<file path="config.mk">
export PLATFORM = sky130hd
export DESIGN_NAME = rom_stream_reader_flat
export DESIGN_NICKNAME = d
export VERILOG_FILES = /design/src/rtl/rom_stream_reader_pkg.sv /design/src/rtl/rom_stream_reader_if.sv /design/src/rtl/rom_stream_fifo2.sv /design/src/rtl/rom_stream_reader.sv /design/src/flat_wrapper.sv
export SDC_FILE = /design/constraint.sdc
export NUM_CORES = 1
export LEC_CHECK = 0
export ABC_AREA = 1
export ABC_CLOCK_PERIOD_IN_PS = 2900
export CAP_MARGIN = 10
export CORE_UTILIZATION = 52
export DETAILED_ROUTE_END_ITERATION = 10
export PLACE_DENSITY = 0.74
export SYNTH_ARGS = -nofsm -noshare
export SYNTH_HDL_FRONTEND = slang
export SYNTH_HIERARCHICAL = 1
export SYNTH_SLANG_ARGS = --single-unit
</file>
<file path="constraint.sdc">
create_clock -name clk -period 2.9 [get_ports clk]
set_input_delay 0.58 -clock clk [delete_from_list [all_inputs] [get_ports clk]]
set_output_delay 0.58 -clock clk [all_outputs]
set_load 0.005 [all_outputs]
</file>
<file path="src/rtl/rom_stream_reader_pkg.sv">
// rom_stream_reader_pkg: shared ROM geometry and reader FSM encoding
package rom_stream_reader_pkg;
  localparam int ROM_ADDR_W = 2;
  localparam int ROM_DATA_W = 4;
  typedef enum logic [1:0] {S_IDLE, S_RUN, S_FIN} state_t;
endpackage

</file>
<file path="src/rtl/rom_stream_reader_if.sv">
// rom_stream_reader_if: control, ROM and stream signals of the reader
interface rom_stream_reader_if #(
  parameter int ADDR_W = rom_stream_reader_pkg::ROM_ADDR_W,
  parameter int DATA_W = rom_stream_reader_pkg::ROM_DATA_W
);
  logic start;
  logic [ADDR_W-1:0] start_addr;
  logic [ADDR_W:0] length;
  logic [ADDR_W-1:0] rom_addr;
  logic [DATA_W-1:0] rom_data;
  logic [DATA_W-1:0] out_data;
  logic out_valid;
  logic out_ready;
  logic busy;
  logic done;
  logic [DATA_W+ADDR_W-1:0] checksum;
  modport master (
    input start, start_addr, length, rom_data, out_ready,
    output rom_addr, out_data, out_valid, busy, done, checksum
  );
  modport slave (
    output start, start_addr, length, rom_data, out_ready,
    input rom_addr, out_data, out_valid, busy, done, checksum
  );
endinterface

</file>
<file path="src/rtl/rom_stream_fifo2.sv">
// rom_stream_fifo2: 2-entry FIFO with valid/ready output and same-cycle push/pop
module rom_stream_fifo2 #(
  parameter int W = 4
) (
  input  logic         clk,
  input  logic         rst,
  input  logic         push,
  input  logic [W-1:0] push_data,
  input  logic         ready,
  output logic         valid,
  output logic [W-1:0] data,
  output logic         pop,
  output logic [1:0]   count
);
  logic [W-1:0] mem [2];
  logic wp, rp, wr;
  assign valid = count != 2'd0;
  assign pop = valid && ready;
  assign data = mem[rp];
  assign wr = push && (count != 2'd2 || pop);
  always_ff @(posedge clk)
    if (rst) begin
      mem[0] <= '0;
      mem[1] <= '0;
      wp <= 1'b0;
      rp <= 1'b0;
      count <= 2'd0;
    end else begin
      if (wr) begin
        mem[wp] <= push_data;
        wp <= ~wp;
      end
      if (pop) rp <= ~rp;
      count <= count + {1'b0, wr} - {1'b0, pop};
    end
endmodule

</file>
<file path="src/rtl/rom_stream_reader.sv">
// rom_stream_reader: issues a run of ROM reads and streams the captured words with a checksum
module rom_stream_reader import rom_stream_reader_pkg::*; #(
  parameter int ADDR_W = ROM_ADDR_W,
  parameter int DATA_W = ROM_DATA_W
) (
  input logic clk,
  input logic rst,
  rom_stream_reader_if.master bus
);
  localparam logic [ADDR_W:0] ONE = 1;
  state_t state;
  logic [ADDR_W-1:0] addr;
  logic [ADDR_W:0] rd_rem, dl_rem;
  logic [DATA_W+ADDR_W-1:0] sum;
  logic inflight, busy, done, pop, issue;
  logic [1:0] count;
  // rom_addr is the address counter; a cycle counts as a read only when issue is high
  always_comb issue = state == S_RUN && rd_rem != '0 && ({1'b0, count} + {2'b0, inflight} - {2'b0, pop}) < 3'd2;
  assign bus.rom_addr = addr;
  assign bus.busy = busy;
  assign bus.done = done;
  assign bus.checksum = sum;
  rom_stream_fifo2 #(.W(DATA_W)) u_fifo (
    .clk(clk),
    .rst(rst),
    .push(inflight),
    .push_data(bus.rom_data),
    .ready(bus.out_ready),
    .valid(bus.out_valid),
    .data(bus.out_data),
    .pop(pop),
    .count(count)
  );
  always_ff @(posedge clk)
    if (rst) begin
      state <= S_IDLE;
      addr <= '0;
      rd_rem <= '0;
      dl_rem <= '0;
      sum <= '0;
      inflight <= 1'b0;
      busy <= 1'b0;
      done <= 1'b0;
    end else begin
      inflight <= issue;
      done <= 1'b0;
      case (state)
        S_IDLE: if (bus.start) begin
          addr <= bus.start_addr;
          rd_rem <= bus.length;
          dl_rem <= bus.length;
          sum <= '0;
          state <= bus.length == '0 ? S_FIN : S_RUN;
          busy <= bus.length != '0;
          done <= bus.length == '0;
        end
        S_RUN: begin
          if (issue) begin
            addr <= addr + 1'b1;
            rd_rem <= rd_rem - 1'b1;
          end
          if (pop) begin
            sum <= sum + {{ADDR_W{1'b0}}, bus.out_data};
            dl_rem <= dl_rem - 1'b1;
            if (dl_rem == ONE) begin
              state <= S_FIN;
              busy <= 1'b0;
              done <= 1'b1;
            end
          end
        end
        default: state <= S_IDLE;
      endcase
    end
endmodule

</file>
<file path="src/flat_wrapper.sv">
// flat-port wrapper written by rule: the top's interface ports become plain ports
module rom_stream_reader_flat import rom_stream_reader_pkg::*;
#(
  parameter int ADDR_W = ROM_ADDR_W,
  parameter int DATA_W = ROM_DATA_W
)
  (clk, rst, bus_start, bus_start_addr, bus_length, bus_rom_data, bus_out_ready, bus_rom_addr, bus_out_data, bus_out_valid, bus_busy, bus_done, bus_checksum);
  rom_stream_reader_if #(.ADDR_W(ADDR_W), .DATA_W(DATA_W)) bus_i ();
  input logic clk;
  input logic rst;
  input wire logic [$bits(bus_i.start)-1:0] bus_start;
  input wire logic [$bits(bus_i.start_addr)-1:0] bus_start_addr;
  input wire logic [$bits(bus_i.length)-1:0] bus_length;
  input wire logic [$bits(bus_i.rom_data)-1:0] bus_rom_data;
  input wire logic [$bits(bus_i.out_ready)-1:0] bus_out_ready;
  output wire logic [$bits(bus_i.rom_addr)-1:0] bus_rom_addr;
  output wire logic [$bits(bus_i.out_data)-1:0] bus_out_data;
  output wire logic [$bits(bus_i.out_valid)-1:0] bus_out_valid;
  output wire logic [$bits(bus_i.busy)-1:0] bus_busy;
  output wire logic [$bits(bus_i.done)-1:0] bus_done;
  output wire logic [$bits(bus_i.checksum)-1:0] bus_checksum;
  assign bus_i.start = bus_start;
  assign bus_i.start_addr = bus_start_addr;
  assign bus_i.length = bus_length;
  assign bus_i.rom_data = bus_rom_data;
  assign bus_i.out_ready = bus_out_ready;
  assign bus_rom_addr = bus_i.rom_addr;
  assign bus_out_data = bus_i.out_data;
  assign bus_out_valid = bus_i.out_valid;
  assign bus_busy = bus_i.busy;
  assign bus_done = bus_i.done;
  assign bus_checksum = bus_i.checksum;
  rom_stream_reader #(.ADDR_W(ADDR_W), .DATA_W(DATA_W)) u_core (.clk(clk), .rst(rst), .bus(bus_i));
endmodule
</file>
==> results_dict.tcl, run 1 <==
set metrics [dict create \
    status "finished clean" \
    worstSetupPathType "input pin to register" \
    fmax_mhz 406 \
    p_leak_uw 0.000887 \
    drtPass1Iterations 6 \
    antenna_cells 0 \
    p_int_uw 862 \
    path_max_fanout 7 \
    cellPowerDensity_nw_per_um2 631 \
    relSlewSlack_pct 80.5 \
    critPathLaunchType "input pin" \
    syn_area_sq_um 1710 \
    gr-total-overflow 0 \
    grt_pass1_wl_um 5900 \
    p_seq_share_pct 42.6 \
    dp.cells 277 \
    cap_viol_max_count 0 \
    cp_num_buf_inv 3 \
    path_clk_slew_ns 0.09 \
    fin_crit_ns 2.47 \
    initial_core_util_pct 55.6 \
    cts.sinks 32 \
    top_level_ports 28 \
    postCtsSetupRepairBufs 0 \
    comb_power_share_pct 37.0 \
    rsz0062_at_grt "no" \
    required_ns 3.18 \
    viasPerCell 5.21 \
    synth-seq-cells 32 \
    finalSetupViolations 0 \
    synth-adder-area-share_pct 10.4 \
    p_total_uw 1320 \
    drc_errors 0 \
    period_share_pct 85.0 \
    antenna_left 0 \
    grt_max_degree 17 \
    dpl_worst_slack_ns 0.0826 \
    antenna_found_initial 0 \
    portBuffers 27 \
    fin_nets 266 \
    fin_skew_ns 0.00747 \
    cts_made_buffers 5 \
    multi_input_area_sq_um 862 \
    cts_hold_buf 0 \
    wirelength_um 3390 \
    cpPeakStageDelay_ns 0.47 \
    syn_nets 232 \
    ys_top_cells_by_area "dfxtp_1 (28%), edfxtp_1 (14%), ha_1 (8.0%), nand2_1 (7.9%), inv_1 (5.9%)" \
    synth-compound-area-share_pct 10.4 \
    n_fill_cell 258 \
    yosysWarnings 6 \
    crit_chain "clkdlybuf4s50_1 > inv_1 > a21oi_4 > ha_1 > inv_1 > nand2_1 > fa_1 > xnor2_1 > nand3_4 > nand2_4 > nand2_1 > a21oi_1" \
    wire_per_inst_um 11.9 \
    insertion_delay_ns 0.34 \
    yosys.area_share.simple_pct 25.5 \
    synth_top_area_share_pct 28.1 \
    clockRootBuffer "clkbuf_4" \
    critPathSlowestCell "clkdlybuf4s50_1" \
    die_w_um 59.4 \
    dr_wl_met3_um 190 \
    std_cell_rows 20 \
    cts_tree "done" \
    synthDistinctLibCells 28 \
    cp_data_arrival_time_ns 2.74 \
    met1Wirelength_um 1500 \
    grtUsageTotal_pct 22.9 \
    synth_top_family_by_area "simple AND/OR/NAND/NOR gates" \
    syn-mean-instance-area_sq_um 8.30 \
    die-height_um 59.4 \
    clockPowerShare_pct 20.3 \
    drive_gt1_share_pct 12.0 \
    cts-resized-gates 0 \
    synthMuxAreaShare_pct 2.63 \
    seq_area_sq_um 721 \
    synthToLayoutAreaGrowth_pct 22.7 \
    switchingPower_uw 461 \
    synth_cells 206 \
    routed-via-count 1484 \
    first_global_vias 1395 \
    path_delay_family "adder cells" \
    highest-signal-layer "met4" \
    dp_hpwl_um 2590 \
    core_sq_um 3080 \
    worst_pin_slew_ns 0.292 \
    hold_violations 0 \
    final_cells 285 \
    drt_iter0_markers 67 \
    hold_path_class "register to register" \
    die_area_sq_um 3520 \
    htreeDepth 2 \
    maxSlewViolCount 0 \
    ys_seq_area_share_pct 42.1 \
    gp_congestion 0.818 \
    routed-wl-met2_um 1620 \
    fin_tns_setup_ns 0 \
    cts_buffer_depth 2 \
    peakVddDrop_v 0.000437 \
    timing.final.ws_setup_ns 0.434 \
    synth_top_area_cell "dfxtp_1" \
    yosys.area_share.xor_xnor_pct 1.54 \
    switching_share_pct 34.8 \
    cp-end-kind "register" \
]
## cell usage after synthesis
cell / instances
nand2_1: 36
inv_1: 27
dfxtp_1: 24
nor2_1: 21
a21oi_1: 19
nand3_1: 17
ha_1: 11
edfxtp_1: 8
o21ai_0: 6
o21ai_1: 6
inv_2: 4
mux2_2: 4
nand2_2: 3
fa_1: 2
nand2_4: 2
nand3_2: 2
nand4_1: 2
xnor2_1: 2
a21oi_4: 1
a31oi_1: 1
buf_4: 1
clkbuf_1: 1
nand3_4: 1
nand4_4: 1
nor2_2: 1
nor2_4: 1
or2_2: 1
xor2_1: 1
## logic make-up after synthesis
group / count (synthesis)
AOI/OAI and AO/OA: 33
xor gates and xnor gates: 3
adders and majority gates: 13
buffers and inverters: 33
DFF: 32
muxes: 4
and+or+nand+nor: 88
## worst reg2reg max path, cell delays in order (launching register included)
cell and delay, ns:
dfxtp_1 0.50, inv_2 0.09, a21oi_4 0.14, ha_1 0.24
inv_1 0.06, nand2_1 0.06, fa_1 0.39, xnor2_1 0.28
nand3_4 0.17, nand2_4 0.11, nand2_1 0.07, a21oi_1 0.11
## state kept, by name, indices dropped and copies added, names as in the netlist, named ones only
register and count:
u_core/u_fifo/mem 8, u_core/bus.checksum 6, u_core/dl_rem 3, u_core/rd_rem 3, u_core/bus.rom_addr 2, u_core/state 2
u_core/u_fifo/count 2, u_core/bus.busy 1, u_core/bus.done 1, u_core/inflight 1, u_core/u_fifo/rp 1, u_core/u_fifo/wp 1
## power by group through the flow
stage / Combinational (uW) / Sequential (uW) / Clock (uW)
6_report: 490 / 564 / 269
5_1_grt: 554 / 574 / 295
4_1_cts: 494 / 565 / 275
3_5_place_dp: 490 / 576 / 0
3_3_place_gp: 467 / 573 / 0
2_1_floorplan: 334 / 564 / 0
## layer usage
| layer | vias to the layer above | global-route usage [%] |
|---|---|---|
| met1 | 680 | 28.6 |
| met2 | 50 | 36.9 |
| li1 | 743 | - |
| met3 | 11 | 7.42 |
| met4 | 0 | 8.50 |
| met5 | - | 0 |
## worst paths after layout
kind / end / depth (start not counted) / startpoint / slack (ns)
max: u_core/rd_rem[1] / 12 / bus_out_ready / 0.43
min reg2reg: u_core/rd_rem[2] / 2 / u_core/rd_rem[2] / 0.49
min: u_core/rd_rem[2] / 2 / u_core/rd_rem[2] / 0.49
max reg2reg: u_core/rd_rem[1] / 11 / u_core/u_fifo/count[1] / 0.64
## cell usage in the layout (no fill, tap or decap), drive strengths merged
| master | n |
|---|---|
| nand4 | 3 |
| inv | 31 |
| xnor2 | 2 |
| clkdlybuf4s50 | 27 |
| nand2 | 41 |
| fa | 2 |
| clkbuf | 8 |
| nor2 | 23 |
| or2 | 1 |
| mux2 | 4 |
| nand3 | 20 |
| edfxtp | 8 |
| xor2 | 1 |
| dfxtp | 24 |
| buf | 2 |
| a21oi | 20 |
| ha | 11 |
| o21ai | 12 |
| a31oi | 1 |
## stage by stage
step	hold slack (ns)	util, %	cell area [sq um]
4_1_cts	0.497	68.2	2100
3_3_place_gp	0.467	66.3	2040
6_report	0.492	68.2	2100
2_1_floorplan	0.452	-	1710
3_5_place_dp	0.482	66.3	2040
5_1_grt	0.516	68.2	2100
## layout make-up
type / instances / share of cell area [%]
sequential: 32 / 34.3
multi-input combinational: 141 / 41.1
inverter: 31 / 5.55
timing repair buffer: 29 / 13.6
clock buffer: 8 / 2.80
tap: 44 / 2.62
Power figures use the tool's default switching activity.
==> inputs of run 2 (changes only) <==
CORE_MARGIN = 3   (was not set)
==> results_dict.tcl, run 2 (synthesis gave the netlist of run 1 again) <==
set metrics [dict create \
    cts.sinks 32 \
    clockRootBuffer "clkbuf_4" \
    required_ns 3.16 \
    grt_max_degree 17 \
    wirelength_um 3570 \
    hold_violations 0 \
    worstSetupPathType "input pin to register" \
    synthToLayoutAreaGrowth_pct 23.6 \
    peakVddDrop_v 0.000428 \
    cts_buffer_depth 2 \
    whs_endpoint "u_core/bus.busy" \
    p_int_uw 917 \
    maxSlewViolCount 0 \
    cts-resized-gates 0 \
    path_clk_slew_ns 0.09 \
    drt_iter0_markers 65 \
    largest_reg_flops 8 \
    first_global_vias 1486 \
    cts_made_buffers 5 \
    initial_core_util_pct 55.1 \
    holdWs_ns 0.491 \
    viasPerCell 5.15 \
    p_leak_uw 0.000895 \
    wire_per_inst_um 12.5 \
    cts_tree "done" \
    cts_hold_buf 0 \
    postCtsSetupRepairBufs 0 \
    clockPowerShare_pct 23.4 \
    switching_share_pct 33.7 \
    final_common_cell "nand2_1" \
    r2r-start "u_core/u_fifo/count[1]" \
    antenna_cells 0 \
    multi_input_area_sq_um 862 \
    gp_congestion 0.859 \
    drive_gt1_share_pct 12.0 \
    fin_crit_ns 2.47 \
    die_area_sq_um 4010 \
    htreeDepth 2 \
    antenna_left 0 \
    antenna_found_initial 0 \
    seq_area_sq_um 721 \
    routed-via-count 1469 \
    drtPass1Iterations 4 \
    die_w_um 63.4 \
    cp_data_arrival_time_ns 2.73 \
    fin_nets 266 \
    cellPowerDensity_nw_per_um2 654 \
    cap_viol_max_count 0 \
    reg2reg_slack_ns 0.63 \
    gr-total-overflow 0 \
    p_seq_share_pct 40.8 \
    fmax_mhz 405 \
    switchingPower_uw 466 \
    final_cell_area_sq_um 2110 \
    critPathLaunchType "input pin" \
    hold_path_class "register to register" \
    comb_power_share_pct 35.8 \
    drc_errors 0 \
    n_fill_cell 281 \
    status "finished clean" \
    p_total_uw 1380 \
    insertion_delay_ns 0.33 \
    grtUsageTotal_pct 19.6 \
    portBuffers 27 \
    relSlewSlack_pct 80.1 \
    dp_hpwl_um 2810 \
    hp-start "u_core/bus.busy" \
    fin_skew_ns 0.00577 \
    grt_pass1_wl_um 6220 \
    placed_area_sq_um 2040 \
    top_register "u_core/u_fifo/mem" \
    cp-end-kind "register" \
    holdPathStages 2 \
    period_share_pct 85.1 \
    core_sq_um 3100 \
    rsz0062_at_grt "no" \
    std_cell_rows 20 \
    reg2reg_to "u_core/rd_rem[0]" \
    die-height_um 63.4 \
    path_max_fanout 7 \
    worst-r2r-cell-count 11 \
    fin_tns_setup_ns 0 \
    final_core_util_pct 68.1 \
    layout_common_cells "nand2_1 (36), clkdlybuf4s50_1 (27), inv_1 (27), dfxtp_1 (24), nor2_1 (21)" \
    finalSetupViolations 0 \
    top_level_ports 28 \
    worst_pin_slew_ns 0.298 \
]
-- run 2: cell count changes in the layout (fill, tap and decap cells not counted) --
cell / before / now
clkbuf_1: 2 / 0
clkinv_1: 0 / 2
bufinv_16: 0 / 1
clkbuf_8: 1 / 0
-- run 2: metrics by stage --
step,instances,worst slack (ns)
finish,285,0.432
global route,285,0.275
CTS,285,0.444
detailed placement,277,0.0879
global placement,277,0.188
floorplan,206,0.657
-- run 2: power groups by stage --
stage / registers, uW / clock network, uW / logic [uW]
detailed placement: 576 / 0 / 497
global placement: 572 / 0 / 470
floorplan: 564 / 0 / 334
global route: 573 / 352 / 555
finish: 564 / 324 / 495
CTS: 565 / 334 / 500
-- run 2: area by class of cell --
class                           instances  area share (%)
Inverter                               31            5.50
Multi-Input combinational cell        141            40.8
Sequential cell                        32            34.1
Timing Repair Buffer                   29            13.5
Clock buffer                            5            1.78
Tap cell                               44            2.60
Clock inverter                          3            1.78
-- run 2: per-layer routing --
metal  part of all wire, %  routed length [um]  vias to the layer above  GRT usage, %
li1                      -                   -                      746             -
met1                    42                1490                      689          21.7
met2                    53                1900                       30          36.2
met3                   3.9                 140                        4          4.28
met4                   1.4                  49                        0          7.28
met5                     0                   0                        -             0
-- run 2: how the worst max path moves through the flow --
stage / end / depth (start not counted) / start / slack, ns
2_1_floorplan: u_core/rd_rem[0] / 11 / bus_out_ready / 0.66
3_3_place_gp: u_core/bus.rom_addr[0] / 12 / bus_out_ready / 0.19
3_5_place_dp: u_core/bus.rom_addr[0] / 12 / bus_out_ready / 0.09
4_1_cts: u_core/rd_rem[0] / 12 / bus_out_ready / 0.44
5_1_grt: u_core/rd_rem[1] / 12 / bus_out_ready / 0.27
6_report: u_core/rd_rem[0] / 12 / bus_out_ready / 0.43
-- run 2: critical path, stage by stage --
cell,delay [ns]
clkdlybuf4s50_1,0.48
inv_1,0.08
a21oi_4,0.13
ha_1,0.25
inv_1,0.05
nand2_1,0.05
fa_1,0.38
xnor2_1,0.26
nand3_4,0.16
nand2_4,0.11
nand2_1,0.05
a21oi_1,0.13
==> inputs of run 3 (changes only) <==
CAP_MARGIN = not set   (was 10)
==> results of run 3 <==
Same layout as run 2: the final DEF is identical, and so are final timing and power.
